$ cat config.mk
export PLATFORM = sky130hd
export DESIGN_NAME = mips_instr_decoder
export DESIGN_NICKNAME = d
export VERILOG_FILES = /design/src/rtl/mips_isa_pkg.sv /design/src/rtl/mips_instr_decoder.sv
export SDC_FILE = /design/constraint.sdc
export NUM_CORES = 1
export LEC_CHECK = 0
export CORE_UTILIZATION = 37
export DETAILED_ROUTE_END_ITERATION = 8
export PLACE_DENSITY_LB_ADDON = 0.08
export SLEW_MARGIN = 20
export SYNTH_ARGS = -nofsm -noshare
export SYNTH_HDL_FRONTEND = slang
export SYNTH_SLANG_ARGS = --single-unit
$ cat constraint.sdc
create_clock -name clk -period 2.5 [get_ports clk]
set_clock_uncertainty 0.1 [all_clocks]
set_input_delay 0.625 -clock clk [delete_from_list [all_inputs] [get_ports clk]]
set_output_delay 0.625 -clock clk [all_outputs]
set_load 0.005 [all_outputs]
$ cat src/rtl/mips_isa_pkg.sv
// Shared encodings for the 10-instruction MIPS subset: opcodes, functs,
// flag bit positions and the hazard Tnew value used by the stage controllers.
package mips_isa_pkg;

   localparam logic [5:0] OP_RTYPE = 6'h00;
   localparam logic [5:0] OP_ORI   = 6'h0D;
   localparam logic [5:0] OP_LUI   = 6'h0F;
   localparam logic [5:0] OP_LW    = 6'h23;
   localparam logic [5:0] OP_SW    = 6'h2B;
   localparam logic [5:0] OP_BEQ   = 6'h04;
   localparam logic [5:0] OP_J     = 6'h02;
   localparam logic [5:0] OP_JAL   = 6'h03;

   localparam logic [5:0] FN_ADDU  = 6'h21;
   localparam logic [5:0] FN_SUBU  = 6'h23;
   localparam logic [5:0] FN_JR    = 6'h08;

   localparam int NUM_FLAGS = 10;

   // Bit positions inside the packed flag vector {jr,jal,j,beq,sw,lw,lui,ori,subu,addu}
   localparam int FLAG_ADDU = 0;
   localparam int FLAG_SUBU = 1;
   localparam int FLAG_ORI  = 2;
   localparam int FLAG_LUI  = 3;
   localparam int FLAG_LW   = 4;
   localparam int FLAG_SW   = 5;
   localparam int FLAG_BEQ  = 6;
   localparam int FLAG_J    = 7;
   localparam int FLAG_JAL  = 8;
   localparam int FLAG_JR   = 9;

   localparam logic [1:0] TNEW_LW   = 2'b01;
   localparam logic [1:0] TNEW_NONE = 2'b00;

   typedef logic [NUM_FLAGS-1:0] flags_t;

endpackage

$ cat src/rtl/mips_instr_decoder.sv
// One-hot decoder for the MIPS subset, plus a single registered copy of the
// flags (with reg_write and Tnew) that feeds the next pipeline stage.
module mips_instr_decoder
   import mips_isa_pkg::*;
(
   input  logic       clk,
   input  logic       reset,
   input  logic       en,
   input  logic [5:0] op,
   input  logic [5:0] func,
   output logic       addu,
   output logic       subu,
   output logic       ori,
   output logic       lui,
   output logic       lw,
   output logic       sw,
   output logic       beq,
   output logic       j,
   output logic       jal,
   output logic       jr,
   output logic       invalid,
   output logic       reg_write,
   output logic       mem_write,
   output logic       mem_to_reg,
   output logic [9:0] flags_q,
   output logic       reg_write_q,
   output logic [1:0] tnew_q
);

   flags_t flags;

   // func only matters for R-type; unknown encodings leave every flag clear
   always_comb begin
      flags = '0;
      case (op)
         OP_RTYPE: begin
            case (func)
               FN_ADDU: flags[FLAG_ADDU] = 1'b1;
               FN_SUBU: flags[FLAG_SUBU] = 1'b1;
               FN_JR:   flags[FLAG_JR]   = 1'b1;
               default: flags = '0;
            endcase
         end
         OP_ORI:  flags[FLAG_ORI] = 1'b1;
         OP_LUI:  flags[FLAG_LUI] = 1'b1;
         OP_LW:   flags[FLAG_LW]  = 1'b1;
         OP_SW:   flags[FLAG_SW]  = 1'b1;
         OP_BEQ:  flags[FLAG_BEQ] = 1'b1;
         OP_J:    flags[FLAG_J]   = 1'b1;
         OP_JAL:  flags[FLAG_JAL] = 1'b1;
         default: flags = '0;
      endcase
   end

   assign addu = flags[FLAG_ADDU];
   assign subu = flags[FLAG_SUBU];
   assign ori  = flags[FLAG_ORI];
   assign lui  = flags[FLAG_LUI];
   assign lw   = flags[FLAG_LW];
   assign sw   = flags[FLAG_SW];
   assign beq  = flags[FLAG_BEQ];
   assign j    = flags[FLAG_J];
   assign jal  = flags[FLAG_JAL];
   assign jr   = flags[FLAG_JR];

   assign invalid    = ~|flags;
   assign reg_write  = flags[FLAG_ADDU] | flags[FLAG_SUBU] | flags[FLAG_ORI] |
                       flags[FLAG_LUI]  | flags[FLAG_LW]   | flags[FLAG_JAL];
   assign mem_write  = flags[FLAG_SW];
   assign mem_to_reg = flags[FLAG_LW];

   // An invalid instruction captures as all-zero flags, i.e. a bubble
   always_ff @(posedge clk) begin
      if (reset) begin
         flags_q     <= '0;
         reg_write_q <= 1'b0;
      end else if (en) begin
         flags_q     <= flags;
         reg_write_q <= reg_write;
      end
   end

   assign tnew_q = flags_q[FLAG_LW] ? TNEW_LW : TNEW_NONE;

endmodule

======== Word-level counts from Yosys, hierarchy flattened ========
Index checks and enable logic that the tools add are counted.
word-level totals
  logic and storage cells ................. 33
  bits of input ports ..................... 15
  output and inout port bits .............. 27
  flip-flop bits (word level) ............. 11
cells by class
  reduce and logical (&&, ||, !) cells .... 3
  equality and inequality tests ........... 10
  bitwise logic cells ..................... 5
  muxes and demuxes ....................... 13
operator list
  kind                                                  number
  equality test 6 bit (second input constant)           4
  equality test 6 x 4 -> 1 bit (second input constant)  3
  equality test 6 x 2 -> 1 bit (second input constant)  2
  two-way mux 1 bit                                     12
  OR reduction 10 bit                                   1
  equality test 6 x 3 -> 1 bit (second input constant)  1
  zero test 6 bit                                       1
  bitwise OR 1 bit                                      5
  two-way mux 2 bit                                     1
  zero test 1 bit                                       1

======== Logic depth before layout (Yosys ltp) ========
  word-level depth ........................ 8
  gate-level depth with buffers ........... 4
  mapped depth without buffers ............ 3

======== Least setup slack after synthesis ========
No wires, ideal clock.
  path type ............................... input to output
  start ................................... input port func[0]
  end ..................................... output port invalid
  arrival time ............................ 1,630 ps
  data required time ...................... 1,775 ps
  path buffers ............................ 0
  stages .................................. 3
  slack ................................... 145 ps
  cells stage by stage .................... or4b_2 a211oi_1 a211oi_1
between the ends
  cells in the longest elaborated chain, start to end .. 5
  elaborated cells between the ends (all ways) .. 10
  those cells by class .................... 3 x eq/ne; 5 x mux; 2 x reduce/logical
ends and longest elaborated chain
  item                                                                 RTL line                  text
  start, declared                                                      mips_instr_decoder.sv:10  input logic [5:0] func,
  equality test 6 x 4 -> 1 bit or equality test 6 bit (tied branches)  mips_instr_decoder.sv:37  case (func)
  two-way mux 1 bit                                                    mips_instr_decoder.sv:37
  two-way mux 1 bit or two-way mux 2 bit (tied branches)               mips_instr_decoder.sv:35  case (op)
  OR reduction 10 bit (*)                                              mips_instr_decoder.sv:66  assign invalid = ~|flags;
  zero test 1 bit (*)                                                  mips_instr_decoder.sv:66
  end, declared                                                        mips_instr_decoder.sv:21  output logic invalid,
Mark *: on every way between the ends. The rest lies on a longest branch, timed or not.

======== Final worst setup path ========
  start ................................... input port func[4]
  end ..................................... output port addu
between the ends
  cells in the longest elaborated chain, start to end .. 3
ends and longest elaborated chain
  item                 RTL line                  text
  equality test 6 bit  mips_instr_decoder.sv:37
  two-way mux 1 bit    mips_instr_decoder.sv:37
  two-way mux 2 bit    mips_instr_decoder.sv:35
  end, declared        mips_instr_decoder.sv:11  output logic addu,
Every way passes these cells.

==> results.txt <==
----------------------------------------------------
[Power and ir drop]
  Leakage power summed over all cells ... ~0.00065 uW
  Sw frac ... about a quarter
  Cell internal power dissipation ... roughly 300 uW
  Proportion of power drawn by combinational gates ... between 20% and 30%
  Power share of the sequential group ... between 40 and 50%
  Peak ir drop on the vdd network ... ~0.21 mV
  Cell Pwr Density ... approximately 280 nW/um^2
  Clock power frac ... ~30%
  Switching power ... between 100 and 150 uW
  Total power after layout ... ~400 uW

[Critical path]
  End point of the critical path ... addu
  Critical setup path kind ... in -> out
  Crit path DAT ... about 1.8 ns
  Capture instance of the worst register-to-register path ... flags_q[3]
  Reg-to-reg setup timing slack ... 1.76 ns
  Crit path launch type ... input pin
  Start of the worst register-to-register path ... flags_q[3]
  Slowest cell on the critical path ... sky130_fd_sc_hd__or4_4
  Maximum single-stage delay on the critical path ... 0.45 ns
  Critical path required time ... approximately 1.8 ns
  Register-to-Register Path Depth ... 2
  Cells along the critical path ... dlygate4sd2_1, or4_4, nor4_4, buf_2
  Maximum fanout along the worst path ... 2
  Critical path endpoint category ... output pin
  Timing startpoint of the critical path ... func[4]

[GRT]
  Aggregate global routing overflow ... 0
  First-pass GRT wire length ... 3610 um
  Initial antenna violation count ... 0
  Number of global-route vias before repair ... approximately 870
  GRT Overall Usage ... a little under a quarter
  Pin count of the biggest net entering global routing ... 16

[Timing]
  Final setup fails ... 1
  Final Critical Period ... around 2.5 ns
  Final Worst Setup Slack ... -0.00846 ns
  Post-route clock period utilization ... 100%
  Final hold vios ... 0
  Final Slew Violations ... 0
  Peak Freq ... 399 MHz
  Unrepaired setup endpoints after global routing ... true

[Synthesis]
  Total of warnings raised by yosys ... 0
  Post-synthesis sequential element count ... 11
  Mapped Nets ... between 100 and 150
  Area share of and/or/nand/nor cells after synthesis ... approximately 47%
  Cells after synthesis ... 88
  Post-synthesis adder-cell area fraction ... 0%
  Distinct cell type count after synthesis ... 35
  Multiplexer share of the synthesized area ... 0%
  Synthesized cell area ... ~730 um^2
  Seq/Total Area, Yosys ... ~30%
  Compound-gate portion of the synthesized area ... between 10% and 20%
  Synth Area in XOR/XNOR ... 0%
  Average instance area after synthesis ... 8.33 um^2
  Main combinational cell family by area after synthesis ... simple AND/OR/NAND/NOR gates

[Run]
  Max Cap Violations ... 0

[Clock tree]
  Clock tree root driver cell ... sky130_fd_sc_hd__clkbuf_4
  Clock transition at the registers of the reported paths ... around 0.070 ns
  Sink count of the clock tree ... 11
  Max Root-Sink Buffers ... 2
  CTS Buf Count ... 3
  Quantity of hold-fixing buffers added after cts ... 0
  Clock insertion delay at the later pin of the skew report ... between 0.2 and 0.3 ns
  H-tree depth ... 1
  CTS tree ... yes

[Place]
  Detailed placement HPWL ... between 1500 and 2000 um
  Total instance count after detailed placement ... 172
  Global placer's final weighted congestion ... a little under 0.8
  Placement Cell Area ... ~1300 um^2
  Count of input and output buffers ... 40

[Detailed routing]
  Total number of vias ... 962
  Remaining design rule violation count ... 0
  Starting DRC count in detailed routing ... 20
  Number of detailed-routing iterations run before antenna repair ... 4
  Sum of routed wire length over all layers ... about 2400 um
  Routed wirelength normalized by instance count ... between 10 and 15 um
  Routed Antenna Nets ... 0
  Detailed-route vias per instance ... slightly above 5

[Worst hold path]
  Worst min-delay path category ... reg -> reg
  Startpoint of the lowest-slack hold path ... flags_q[2]

[Final layout]
  Final cell count without fillers ... roughly 190
  Area growth from synthesis to layout ... 96.9%
  Post-layout utilization of the core ... around four fifths
  Inserted Diodes ... 0
  Area of all placed cells without fillers ... 1440 um^2
  Leading cell type in the layout, fill and taps excluded ... sky130_fd_sc_hd__buf_4
  Layout Nets ... ~180
  Commonest non-fill, non-tap cells in the layout ... 34 x sky130_fd_sc_hd__buf_4, 14 x sky130_fd_sc_hd__clkdlybuf4s50_1, 12 x sky130_fd_sc_hd__nand2b_1
  Layout cell share with drive strength beyond 1 ... 45.1%

[Floorplanning]
  Die Ht ... 46.5 um
  Num ports ... 42
  Effective utilization at floorplan ... between 40% and 50%
  Num rows ... 15
  Horiz. Die Dim ... roughly 47 um
  Area of the die ... roughly 2200 um^2
  Std-Cell Core Area ... 1780 um^2

[Status]
  Result of the run ... complete, but fails checks
  Failing checks ... setup timing

----------------------------------------------------
## worst min path at each step
stage,end,cells past startpoint,slack [ns]
floorplan,reg_write_q,2,0.36
global placement,flags_q[7],2,0.36
detailed placement,flags_q[0],1,0.37
CTS,flags_q[2],2,0.38
global route,flags_q[2],2,0.40
finish,flags_q[2],2,0.38
## worst max-delay path, delay by kind of cell
family / cells / cell delay (ns)
buffers and inverters: 2 / 0.41
AND/OR/NAND/NOR: 2 / 0.75
## registers in the layout, indices dropped and copies added (netlist names)
name         flops
reg_write_q      1
flags_q         10
## routing by layer
layer	global-route usage (%)	wire length, um
met5	0	0
met4	10.6	26
met3	1.57	100
met1	26.9	1010
met2	43.1	1250
## metrics by stage
| step | hold WS [ns] | TNS [ns] | setup slack [ns] |
|---|---|---|---|
| after floorplan | 0.364 | 0 | 0.145 |
| after global placement | 0.356 | -7.71 | -0.758 |
| after detailed placement | 0.367 | -7.93 | -0.771 |
| after CTS | 0.379 | -0.0186 | -0.0186 |
| after global routing | 0.395 | -0.104 | -0.0473 |
| final | 0.377 | -0.00846 | -0.00846 |
## area by class of cell
type / count / area [um^2]
Timing Repair Buffer: 79 / 652
Multi-Input combinational cell: 68 / 514
Fill cell: 127 / 339
Sequential cell: 11 / 220
Tap cell: 25 / 31.3
Clock buffer: 4 / 26.3
## synth_stat cells
| cell | n | area [um^2] |
|---|---|---|
| sky130_fd_sc_hd__o311ai_0 | 1 | 8.76 |
| sky130_fd_sc_hd__dfxtp_1 | 11 | 220 |
| sky130_fd_sc_hd__o22ai_1 | 1 | 6.26 |
| sky130_fd_sc_hd__nand3b_1 | 3 | 22.5 |
| sky130_fd_sc_hd__nand3_1 | 2 | 10.0 |
| sky130_fd_sc_hd__or4b_2 | 1 | 10.0 |
| sky130_fd_sc_hd__nor4_4 | 1 | 21.3 |
| sky130_fd_sc_hd__nor4_1 | 2 | 12.5 |
| sky130_fd_sc_hd__a21boi_0 | 1 | 7.51 |
| sky130_fd_sc_hd__buf_4 | 4 | 30.0 |
| sky130_fd_sc_hd__a21oi_1 | 8 | 40.0 |
| sky130_fd_sc_hd__and2_1 | 3 | 18.8 |
| sky130_fd_sc_hd__nand2_1 | 2 | 7.51 |
| sky130_fd_sc_hd__and3b_2 | 1 | 10.0 |
| sky130_fd_sc_hd__or4_4 | 1 | 11.3 |
| sky130_fd_sc_hd__o21ai_0 | 1 | 5.00 |
| sky130_fd_sc_hd__and4_1 | 1 | 8.76 |
| sky130_fd_sc_hd__nor3_1 | 1 | 5.00 |
| sky130_fd_sc_hd__or4_1 | 1 | 7.51 |
| sky130_fd_sc_hd__o32ai_1 | 1 | 8.76 |
| sky130_fd_sc_hd__a211oi_1 | 2 | 15.0 |
| sky130_fd_sc_hd__nand4b_1 | 3 | 26.3 |
| sky130_fd_sc_hd__and3_1 | 2 | 12.5 |
| sky130_fd_sc_hd__nand4_1 | 3 | 18.8 |
| sky130_fd_sc_hd__and4b_1 | 1 | 10.0 |
| sky130_fd_sc_hd__and4b_2 | 1 | 11.3 |
| sky130_fd_sc_hd__clkbuf_1 | 4 | 15.0 |
| sky130_fd_sc_hd__buf_6 | 1 | 11.3 |
| sky130_fd_sc_hd__a22o_1 | 2 | 17.5 |
| sky130_fd_sc_hd__conb_1 | 1 | 3.75 |
| sky130_fd_sc_hd__nor2_1 | 6 | 22.5 |
| sky130_fd_sc_hd__and3_2 | 1 | 7.51 |
| sky130_fd_sc_hd__nor2b_1 | 1 | 6.26 |
| sky130_fd_sc_hd__nand2b_1 | 12 | 75.1 |
| sky130_fd_sc_hd__and3b_1 | 1 | 8.76 |
## repair_timing
action | 4_1_cts | 5_1_grt
endpoints found under the setup margin | 14 | 5
buffers inserted | 11 | 0
pin swaps | 12 | 6
gates resized for setup | 85 | 7
## power groups by stage
stage          combinational, uW  sequential, uW  clock, uW
2_1_floorplan               35.0             180          0
3_3_place_gp                96.0             180          0
3_5_place_dp                98.1             180          0
4_1_cts                      101             176        120
5_1_grt                      114             176        129
6_report                     106             176        119
## cells by family (layout without fill, tap and decap cells)
group,count (synthesis),after routing
buf+inv,9,83
other cells,1,1
simple gates,50,50
compound gates,17,17
flops,11,11
Power figures use the tool's default switching activity.
